`src/rtl/msk_and_hpc2_pipe_if.sv`:
```
// Handshake and share bus between share registers, the HPC2 AND gadget and its consumer.
// The producer/consumer side uses the master view and the gadget uses the slave view.
interface msk_and_hpc2_pipe_if #(
    parameter int d = 2,
    parameter int W = 1
);
    localparam int R = W * d * (d - 1) / 2;

    logic             in_valid;
    logic             rnd_valid;
    logic             in_ready;
    logic [d*W-1:0]   ina;
    logic [d*W-1:0]   inb;
    logic [d*W-1:0]   inc;
    logic [R-1:0]     rnd;
    logic             out_valid;
    logic             out_ready;
    logic [d*W-1:0]   out;

    modport master (
        output in_valid, rnd_valid, ina, inb, inc, rnd, out_ready,
        input  in_ready, out_valid, out
    );

    modport slave (
        input  in_valid, rnd_valid, ina, inb, inc, rnd, out_ready,
        output in_ready, out_valid, out
    );
endinterface

```
`src/rtl/msk_and_hpc2_pipe.sv`:
```
// d-share, W-slice HPC2 masked AND (MODE=0) or AND-XOR (MODE=1) gadget.
// Two register stages with valid/ready handshake; a stalled consumer freezes the whole pipe.
module msk_and_hpc2_pipe #(
    parameter int d    = 2,
    parameter int W    = 1,
    parameter int MODE = 0
) (
    input  logic               clk,
    input  logic               rst,
    msk_and_hpc2_pipe_if.slave bus
);
    localparam int NP = d * (d - 1);
    localparam int NU = NP / 2;

    // Unordered pair (i,j) to its slot in the rnd bus; r_ij and r_ji are the same bits.
    function automatic int pairIdx(input int i, input int j);
        int lo;
        int hi;
        lo = (i < j) ? i : j;
        hi = (i < j) ? j : i;
        return lo * d - lo * (lo + 1) / 2 + (hi - 1 - lo);
    endfunction

    function automatic int ordIdx(input int i, input int j);
        return i * (d - 1) + ((j < i) ? j : j - 1);
    endfunction

    logic           w_stall;
    logic           w_accept;
    logic [d*W-1:0] w_c;
    logic [d*W-1:0] w_out;

    logic           r_s1Valid;
    logic           r_s2Valid;
    logic [W-1:0]   r_a   [d];
    logic [W-1:0]   r_b   [d];
    logic [W-1:0]   r_c   [d];
    logic [W-1:0]   r_rnd [NU];
    logic [W-1:0]   r_v   [NP];
    logic [W-1:0]   r_t   [d];
    logic [W-1:0]   r_u   [NP];
    logic [W-1:0]   r_w   [NP];

    assign w_stall       = r_s2Valid & ~bus.out_ready;
    assign w_accept      = bus.in_valid & bus.rnd_valid & ~w_stall;
    assign bus.in_ready  = ~w_stall;
    assign bus.out_valid = r_s2Valid;
    assign bus.out       = w_out;

    generate
        if (MODE == 1) begin : g_withC
            assign w_c = bus.inc;
        end else begin : g_noC
            assign w_c = '0;
        end
    endgenerate

    // Only share j meets r_ij before the first flop, so no path mixes two shares combinationally.
    always_ff @(posedge clk) begin
        if (rst) begin
            r_s1Valid <= 1'b0;
            for (int i = 0; i < d; i++) begin
                r_a[i] <= '0;
                r_b[i] <= '0;
                r_c[i] <= '0;
            end
            for (int p = 0; p < NU; p++) r_rnd[p] <= '0;
            for (int q = 0; q < NP; q++) r_v[q] <= '0;
        end else if (!w_stall) begin
            r_s1Valid <= w_accept;
            if (w_accept) begin
                for (int i = 0; i < d; i++) begin
                    r_a[i] <= bus.ina[i*W +: W];
                    r_b[i] <= bus.inb[i*W +: W];
                    r_c[i] <= w_c[i*W +: W];
                    for (int j = 0; j < d; j++) begin
                        if (j != i)
                            r_v[ordIdx(i, j)] <= bus.inb[j*W +: W] ^ bus.rnd[pairIdx(i, j)*W +: W];
                    end
                end
                for (int p = 0; p < NU; p++) r_rnd[p] <= bus.rnd[p*W +: W];
            end
        end
    end

    always_ff @(posedge clk) begin
        if (rst) begin
            r_s2Valid <= 1'b0;
            for (int i = 0; i < d; i++) r_t[i] <= '0;
            for (int q = 0; q < NP; q++) begin
                r_u[q] <= '0;
                r_w[q] <= '0;
            end
        end else if (!w_stall) begin
            r_s2Valid <= r_s1Valid;
            if (r_s1Valid) begin
                for (int i = 0; i < d; i++) begin
                    r_t[i] <= (r_a[i] & r_b[i]) ^ r_c[i];
                    for (int j = 0; j < d; j++) begin
                        if (j != i) begin
                            r_u[ordIdx(i, j)] <= ~r_a[i] & r_rnd[pairIdx(i, j)];
                            r_w[ordIdx(i, j)] <= r_a[i] & r_v[ordIdx(i, j)];
                        end
                    end
                end
            end
        end
    end

    // Each u/w term comes straight from its own flop; compression happens only here.
    always_comb begin
        w_out = '0;
        for (int i = 0; i < d; i++) begin
            w_out[i*W +: W] = r_t[i];
            for (int j = 0; j < d; j++) begin
                if (j != i)
                    w_out[i*W +: W] = w_out[i*W +: W] ^ r_u[ordIdx(i, j)] ^ r_w[ordIdx(i, j)];
            end
        end
    end
endmodule

```
`src/flat_wrapper.sv`:
```
// flat-port wrapper written by rule: the top's interface ports become plain ports
module msk_and_hpc2_pipe_flat 
#(
    parameter int d    = 2,
    parameter int W    = 1,
    parameter int MODE = 0
)
  (clk, rst, bus_in_valid, bus_rnd_valid, bus_ina, bus_inb, bus_inc, bus_rnd, bus_out_ready, bus_in_ready, bus_out_valid, bus_out);
  msk_and_hpc2_pipe_if #(.d(d), .W(W)) bus_i ();
  input  logic clk;
  input  logic rst;
  input wire logic [$bits(bus_i.in_valid)-1:0] bus_in_valid;
  input wire logic [$bits(bus_i.rnd_valid)-1:0] bus_rnd_valid;
  input wire logic [$bits(bus_i.ina)-1:0] bus_ina;
  input wire logic [$bits(bus_i.inb)-1:0] bus_inb;
  input wire logic [$bits(bus_i.inc)-1:0] bus_inc;
  input wire logic [$bits(bus_i.rnd)-1:0] bus_rnd;
  input wire logic [$bits(bus_i.out_ready)-1:0] bus_out_ready;
  output wire logic [$bits(bus_i.in_ready)-1:0] bus_in_ready;
  output wire logic [$bits(bus_i.out_valid)-1:0] bus_out_valid;
  output wire logic [$bits(bus_i.out)-1:0] bus_out;
  assign bus_i.in_valid = bus_in_valid;
  assign bus_i.rnd_valid = bus_rnd_valid;
  assign bus_i.ina = bus_ina;
  assign bus_i.inb = bus_inb;
  assign bus_i.inc = bus_inc;
  assign bus_i.rnd = bus_rnd;
  assign bus_i.out_ready = bus_out_ready;
  assign bus_in_ready = bus_i.in_ready;
  assign bus_out_valid = bus_i.out_valid;
  assign bus_out = bus_i.out;
  msk_and_hpc2_pipe #(.d(d), .W(W), .MODE(MODE)) u_core (.clk(clk), .rst(rst), .bus(bus_i));
endmodule
```
`config.mk`:
```
export PLATFORM = sky130hd
export DESIGN_NAME = msk_and_hpc2_pipe_flat
export DESIGN_NICKNAME = d
export VERILOG_FILES = /design/src/rtl/msk_and_hpc2_pipe_if.sv /design/src/rtl/msk_and_hpc2_pipe.sv /design/src/flat_wrapper.sv
export SDC_FILE = /design/constraint.sdc
export NUM_CORES = 1
export LEC_CHECK = 0
export CAP_MARGIN = 20
export CORE_MARGIN = 4
export CORE_UTILIZATION = 52
export CTS_BUF_LIST = sky130_fd_sc_hd__clkbuf_16
export DETAILED_ROUTE_END_ITERATION = 10
export HOLD_SLACK_MARGIN = 0.03
export PLACE_DENSITY = 0.89
export SYNTH_ARGS = -nofsm -noshare
export SYNTH_HDL_FRONTEND = slang
export SYNTH_SLANG_ARGS = --single-unit
```
`constraint.sdc`:
```
create_clock -name clk -period 2.3 [get_ports clk]
set_input_delay 0.46 -clock clk [delete_from_list [all_inputs] [get_ports clk]]
set_output_delay 0.46 -clock clk [all_outputs]
set_load 0.02 [all_outputs]
```
==> flow_metrics.py, run 1 <==
metrics = {
    "run_status": {
        "status": "complete, no violations",
    },
    "synthesis": {
        "async_reset_ff_share_pct": 0,
        "synth_top_flop_cell": "edfxtp_1",
        "ys_top_cells_by_count": "13 x edfxtp_1, 6 x xnor2_1, 4 x nor4b_2",
        "synthesis.area_um2": 782,
        "yosysSeqAreaShare_pct": 55.0,
        "avgSynthCellArea_um2": 17.0,
        "syn-num-nets": 58,
        "ys_warn_count": 0,
        "synth-edff-count": 13,
        "yosysMostFrequentCell": "edfxtp_1",
        "synth.area.top_cells": "edfxtp_1 50%, nor4b_2 7.7%, xnor2_1 6.7%",
        "synth.distinct_cells": 20,
        "yosysTopAreaCell": "edfxtp_1",
        "netlist.area_leader.share_pct": 49.9,
        "ys_ff_latch": 15,
        "syn_inst": 46,
    },
    "clocking": {
        "cts_tree": "yes",
        "htreeDepth": 1,
        "cts_root_buf": "clkbuf_16",
        "cts_buffers": 3,
        "clk_pin_slew_ns": 0.05,
        "ctsHoldBuffers": 0,
        "clk_path_buf_depth": 2,
        "cts_resized": 0,
        "insertion_delay_ns": 0.24,
        "clock-sinks": 15,
        "cts_setup_buffers": 0,
    },
    "cells_and_area": {
        "regArea_um2": 430,
        "num_antenna_cells": 0,
        "fin_nets": 77,
        "final_layout_size_suffix_gt1_share_pct": 32.8,
        "multi_input_area_um2": 319,
        "nFillCells": 106,
        "fin_area_mm2": 0.00101,
        "syn_to_final_growth_pct": 28.8,
        "final_util_pct": 73.7,
    },
    "hold_path": {
        "holdCritPathClass": "register to register",
        "holdPathStages": 2,
        "hold_end": "u_core.bus.out_valid$_SDFFE_PP0N_",
        "worstHoldStart": "u_core.r_s1Valid$_SDFFE_PP0N_",
    },
    "routing": {
        "route.antenna.remaining_nets": 0,
        "first_pass_iters": 4,
        "dr_wl_met2_um": 708,
        "top_layer": "met4",
        "avgRoutedWirePerCell_um": 16.1,
        "vias_per_cell": 5.70,
        "m1WireLength_um": 474,
        "routed_wl_um": 1270,
        "drc": 0,
        "vias": 450,
        "dr_wl_met3_um": 65,
        "drt_iter0_markers": 5,
    },
    "placement": {
        "place.gp.congestion": 0.661,
        "dp_hpwl_um": 984,
        "io_buffer_count": 13,
        "placement.cell_area_um2": 928,
    },
    "die": {
        "fp.dieArea_mm2": 0.00219,
        "coreArea_mm2": 0.00137,
        "die_y_um": 46.8,
        "die_w_um": 46.8,
        "start_util_pct": 57.2,
        "pin_count": 16,
        "num_rows": 13,
    },
    "critical_path": {
        "worstPathMaxFanout": 3,
        "cp_slowest_cell": "clkdlybuf4s50_1",
        "worstPathRequired_ns": 1.84,
        "path_cells": "clkdlybuf4s50_1, nor2b_4, inv_1, clkdlybuf4s50_1",
        "rr_endpoint": "u_core.r_b[0][1]$_SDFFCE_PN0P_",
        "path_class": "primary input to output pin",
        "endpoint_kind": "output pin",
        "cp-start-kind": "primary input",
        "ff2ff_path_depth": 4,
        "rr_startpoint": "u_core.bus.out_valid$_SDFFE_PP0N_",
        "crit_path_frequent_cell": "clkdlybuf4s50_1",
        "arrival_ns": 1.74,
        "r2r_slack_ns": 1.00,
        "cpPeakStageDelay_ns": 0.62,
    },
    "sta": {
        "finalSetupViolCount": 0,
        "skew_ns": 0.00168,
        "final-hold-violation-count": 0,
        "fmax_mhz": 454,
        "rsz0062_at_grt": "no",
        "fin_crit_ns": 2.20,
        "slew_viol_final": 0,
        "tightest_slew_ns": 0.294,
        "post-route-period-util_pct": 95.8,
        "finalSetupTns_ns": 0,
        "max-slew-margin-rel_pct": 80.2,
    },
    "pwr": {
        "peakVddDrop_mv": 0.517,
        "power_leakage_uw": 0.000339,
        "powerDensity_mw_per_mm2": 729,
    },
    "grt": {
        "grt_pass1_wl_um": 2060,
        "grt_overflow": 0,
        "grt_pass1_vias": 444,
        "grt_max_degree": 16,
        "antenna_found_initial": 0,
        "track_usage_pct": 14.4,
    },
    "job": {
        "maxCapViolations": 0,
    },
}
cells by family after synthesis:
| family | synth area share [%] |
|---|---|
| xor gates and xnor gates | 6.72 |
| and+or+nand+nor | 29.9 |
| DFF | 55.0 |
| buffers and inverters | 4.16 |
| AOI/OAI and AO/OA | 4.16 |
per-stage QoR:
stage | worst slack [ns] | power, µW | hold slack, ns | cells
after CTS | 0.0968 | 741 | 0.534 | 79
after floorplan | 0.845 | 374 | 0.485 | 46
after global placement | 0.128 | 409 | 0.504 | 75
final | 0.0969 | 734 | 0.534 | 79
after global routing | 0.0641 | 760 | 0.563 | 79
after detailed placement | 0.103 | 414 | 0.526 | 75
per-layer routing:
metal | vias up | track usage, %
met1 | 213 | 15.6
met2 | 14 | 24.1
met4 | 0 | 10.5
met5 | - | 0
li1 | 219 | -
met3 | 4 | 3.45
layout make-up:
class | instances | area share, %
flip-flops and latches | 15 | 42.7
multi-input cells | 27 | 31.7
repair buffers | 16 | 15.2
clock buffers | 3 | 7.45
well taps | 15 | 1.86
inverters | 2 | 0.745
clock inverters | 1 | 0.373
worst max-delay path by stage:
stage                                           start                             end  slack, ns  cells past startpoint
floorplan           u_core.bus.out_valid$_SDFFE_PP0N_  u_core.r_a[0][0]$_SDFFCE_PN0P_       0.84                      3
global placement                        bus_out_ready                    bus_in_ready       0.13                      4
detailed placement                      bus_out_ready                    bus_in_ready       0.10                      4
CTS                                     bus_out_ready                    bus_in_ready        0.1                      4
global route                            bus_out_ready                    bus_in_ready       0.06                      4
finish                                  bus_out_ready                    bus_in_ready        0.1                      4
sequential cells by signal (all words and copies together), names as in the netlist:
signal	count
u_core.r_t	2
u_core.r_rnd	1
u_core.bus.out_valid	1
u_core.r_a	2
u_core.r_u	2
u_core.r_v	2
u_core.r_s1Valid	1
u_core.r_w	2
u_core.r_b	2
critical path, delay by kind of cell:
| family | cells | cell delay [ns] |
|---|---|---|
| buffers and inverters | 3 | 1.23 |
| AND/OR/NAND/NOR | 1 | 0.05 |
power breakdown:
| group | internal, µW | switching, µW |
|---|---|---|
| logic | 47.5 | 38.8 |
| registers | 313 | 9.36 |
| clock network | 229 | 96.3 |
| total | 590 | 144 |
cell usage in the layout, fill, tap and decap left out, drive strengths merged, types with 2 or more instances in the layout:
master | synthesis | final
clkdlybuf4s50 | 0 | 13
edfxtp | 13 | 13
nor4b | 7 | 7
xnor2 | 6 | 6
inv | 2 | 3
and4bb | 3 | 3
clkbuf | 0 | 3
buf | 2 | 3
nor4 | 2 | 2
dfxtp | 2 | 2
Power figures use the tool's default switching activity.
==> inputs of run 2 (changes only) <==
- CORE_MARGIN: 4 -> unset
==> flow_metrics.py, run 2 (same netlist as run 1, synthesis figures left out) <==
metrics = {
    "routing": {
        "routed_wl_um": 1240,
        "avgRoutedWirePerCell_um": 15.7,
        "drc": 0,
        "vias_per_cell": 5.82,
        "drt_iter0_markers": 13,
        "first_pass_iters": 4,
        "route.antenna.remaining_nets": 0,
        "vias": 460,
    },
    "critical_path": {
        "rr_startpoint": "u_core.bus.out_valid$_SDFFE_PP0N_",
        "worstPathMaxFanout": 3,
        "ff2ff_path_depth": 4,
        "cp-start-kind": "primary input",
        "endpoint_kind": "output pin",
        "arrival_ns": 1.72,
        "rr_endpoint": "u_core.r_v[0][0]$_SDFFCE_PN0P_",
        "worstPathRequired_ns": 1.84,
        "r2r_slack_ns": 0.98,
        "path_class": "primary input to output pin",
    },
    "cells_and_area": {
        "fin_nets": 77,
        "num_antenna_cells": 0,
        "final_util_pct": 74.6,
        "final_cell_mix": "13 x clkdlybuf4s50_1, 13 x edfxtp_1, 6 x xnor2_1",
        "final_layout_size_suffix_gt1_share_pct": 32.8,
        "nFillCells": 90,
        "instances_no_fill": 79,
        "syn_to_final_growth_pct": 28.8,
    },
    "clocking": {
        "clk_path_buf_depth": 2,
        "cts_buffers": 3,
        "clk_pin_slew_ns": 0.05,
        "cts_root_buf": "clkbuf_16",
        "ctsHoldBuffers": 0,
        "cts_resized": 0,
        "htreeDepth": 1,
        "insertion_delay_ns": 0.24,
        "cts_tree": "yes",
        "cts_setup_buffers": 0,
        "clock-sinks": 15,
    },
    "pwr": {
        "powerDensity_mw_per_mm2": 735,
        "p_sw_uw": 150,
        "power_leakage_uw": 0.000339,
        "seqPwrFrac_pct": 43.5,
        "peakVddDrop_mv": 0.509,
        "combPwrFrac_pct": 11.6,
        "sw_frac_of_total_pct": 20.2,
        "p_int_uw": 590,
        "clkPwrFrac_pct": 44.9,
    },
    "sta": {
        "max-slew-margin-rel_pct": 79.1,
        "fin_crit_ns": 2.18,
        "holdWs_ns": 0.559,
        "finalSetupViolCount": 0,
        "rsz0062_at_grt": "no",
        "fmax_mhz": 459,
        "post-route-period-util_pct": 94.8,
        "finalSetupTns_ns": 0,
        "final-hold-violation-count": 0,
        "slew_viol_final": 0,
        "skew_ns": 0.00105,
        "tightest_slew_ns": 0.313,
    },
    "die": {
        "start_util_pct": 57.9,
        "pin_count": 16,
        "die_y_um": 40.8,
        "coreArea_mm2": 0.00135,
        "fp.dieArea_mm2": 0.00166,
        "num_rows": 13,
        "die_w_um": 40.8,
    },
    "hold_path": {
        "holdCritPathClass": "register to register",
        "holdPathStages": 2,
        "hold_end": "u_core.bus.out_valid$_SDFFE_PP0N_",
        "worstHoldStart": "u_core.r_s1Valid$_SDFFE_PP0N_",
    },
    "grt": {
        "grt_pass1_wl_um": 1950,
        "grt_max_degree": 16,
        "grt_overflow": 0,
        "grt_pass1_vias": 443,
        "antenna_found_initial": 0,
        "track_usage_pct": 19.8,
    },
    "placement": {
        "dp_hpwl_um": 869,
        "place.gp.congestion": 0.639,
        "dp.cells": 75,
        "io_buffer_count": 13,
    },
    "run_status": {
        "status": "complete, no violations",
    },
    "job": {
        "maxCapViolations": 0,
    },
}
-- run 2: cell counts in the layout (fill, tap and decap cells not counted) --
Identical to the previous run, type by type.
-- run 2: power by group through the flow --
stage | combinational [µW] | sequential, µW | clock, µW
finish | 85.8 | 322 | 332
global route | 93.3 | 324 | 347
CTS | 86.6 | 322 | 336
detailed placement | 86.2 | 327 | 0
global placement | 83.8 | 325 | 0
floorplan | 48.5 | 325 | 0
-- run 2: routing by layer --
metal,vias up,GRT usage (%),share of wire [%]
met5,-,0,0
met2,16,28.9,53
met4,0,17.5,3.5
li1,220,-,-
met3,4,6.52,4.1
met1,220,22.9,40
-- run 2: stage by stage --
stage               cell area [µm²]  total power (µW)  setup slack (ns)
CTS                            1010               745             0.116
finish                         1010               740             0.119
floorplan                       782               374             0.845
detailed placement              928               413             0.123
global placement                928               409             0.133
global route                   1010               764            0.0521
-- run 2: worst max path at each step --
| stage | depth (start not counted) | startpoint | slack [ns] | endpoint |
|---|---|---|---|---|
| floorplan | 3 | u_core.bus.out_valid$_SDFFE_PP0N_ | 0.84 | u_core.r_a[0][0]$_SDFFCE_PN0P_ |
| global placement | 4 | bus_out_ready | 0.13 | bus_in_ready |
| detailed placement | 4 | bus_out_ready | 0.12 | bus_in_ready |
| CTS | 4 | bus_out_ready | 0.12 | bus_in_ready |
| global route | 4 | bus_out_ready | 0.05 | bus_in_ready |
| finish | 4 | bus_out_ready | 0.12 | bus_in_ready |
-- run 2: worst max-delay path: stages --
cell and delay (ns):
clkdlybuf4s50_1 0.52, nor2b_4 0.05, inv_1 0.08, clkdlybuf4s50_1 0.60
-- run 2: layout make-up --
cell class                 instances  area [µm²]  area share, %
clock buffer                       3        75.1           7.45
clock inverter                     1        3.75          0.373
inverter                           2        7.51          0.745
multi-input combinational         27         319           31.7
sequential                        15         430           42.7
tap                               15        18.8           1.86
timing repair buffer              16         153           15.2
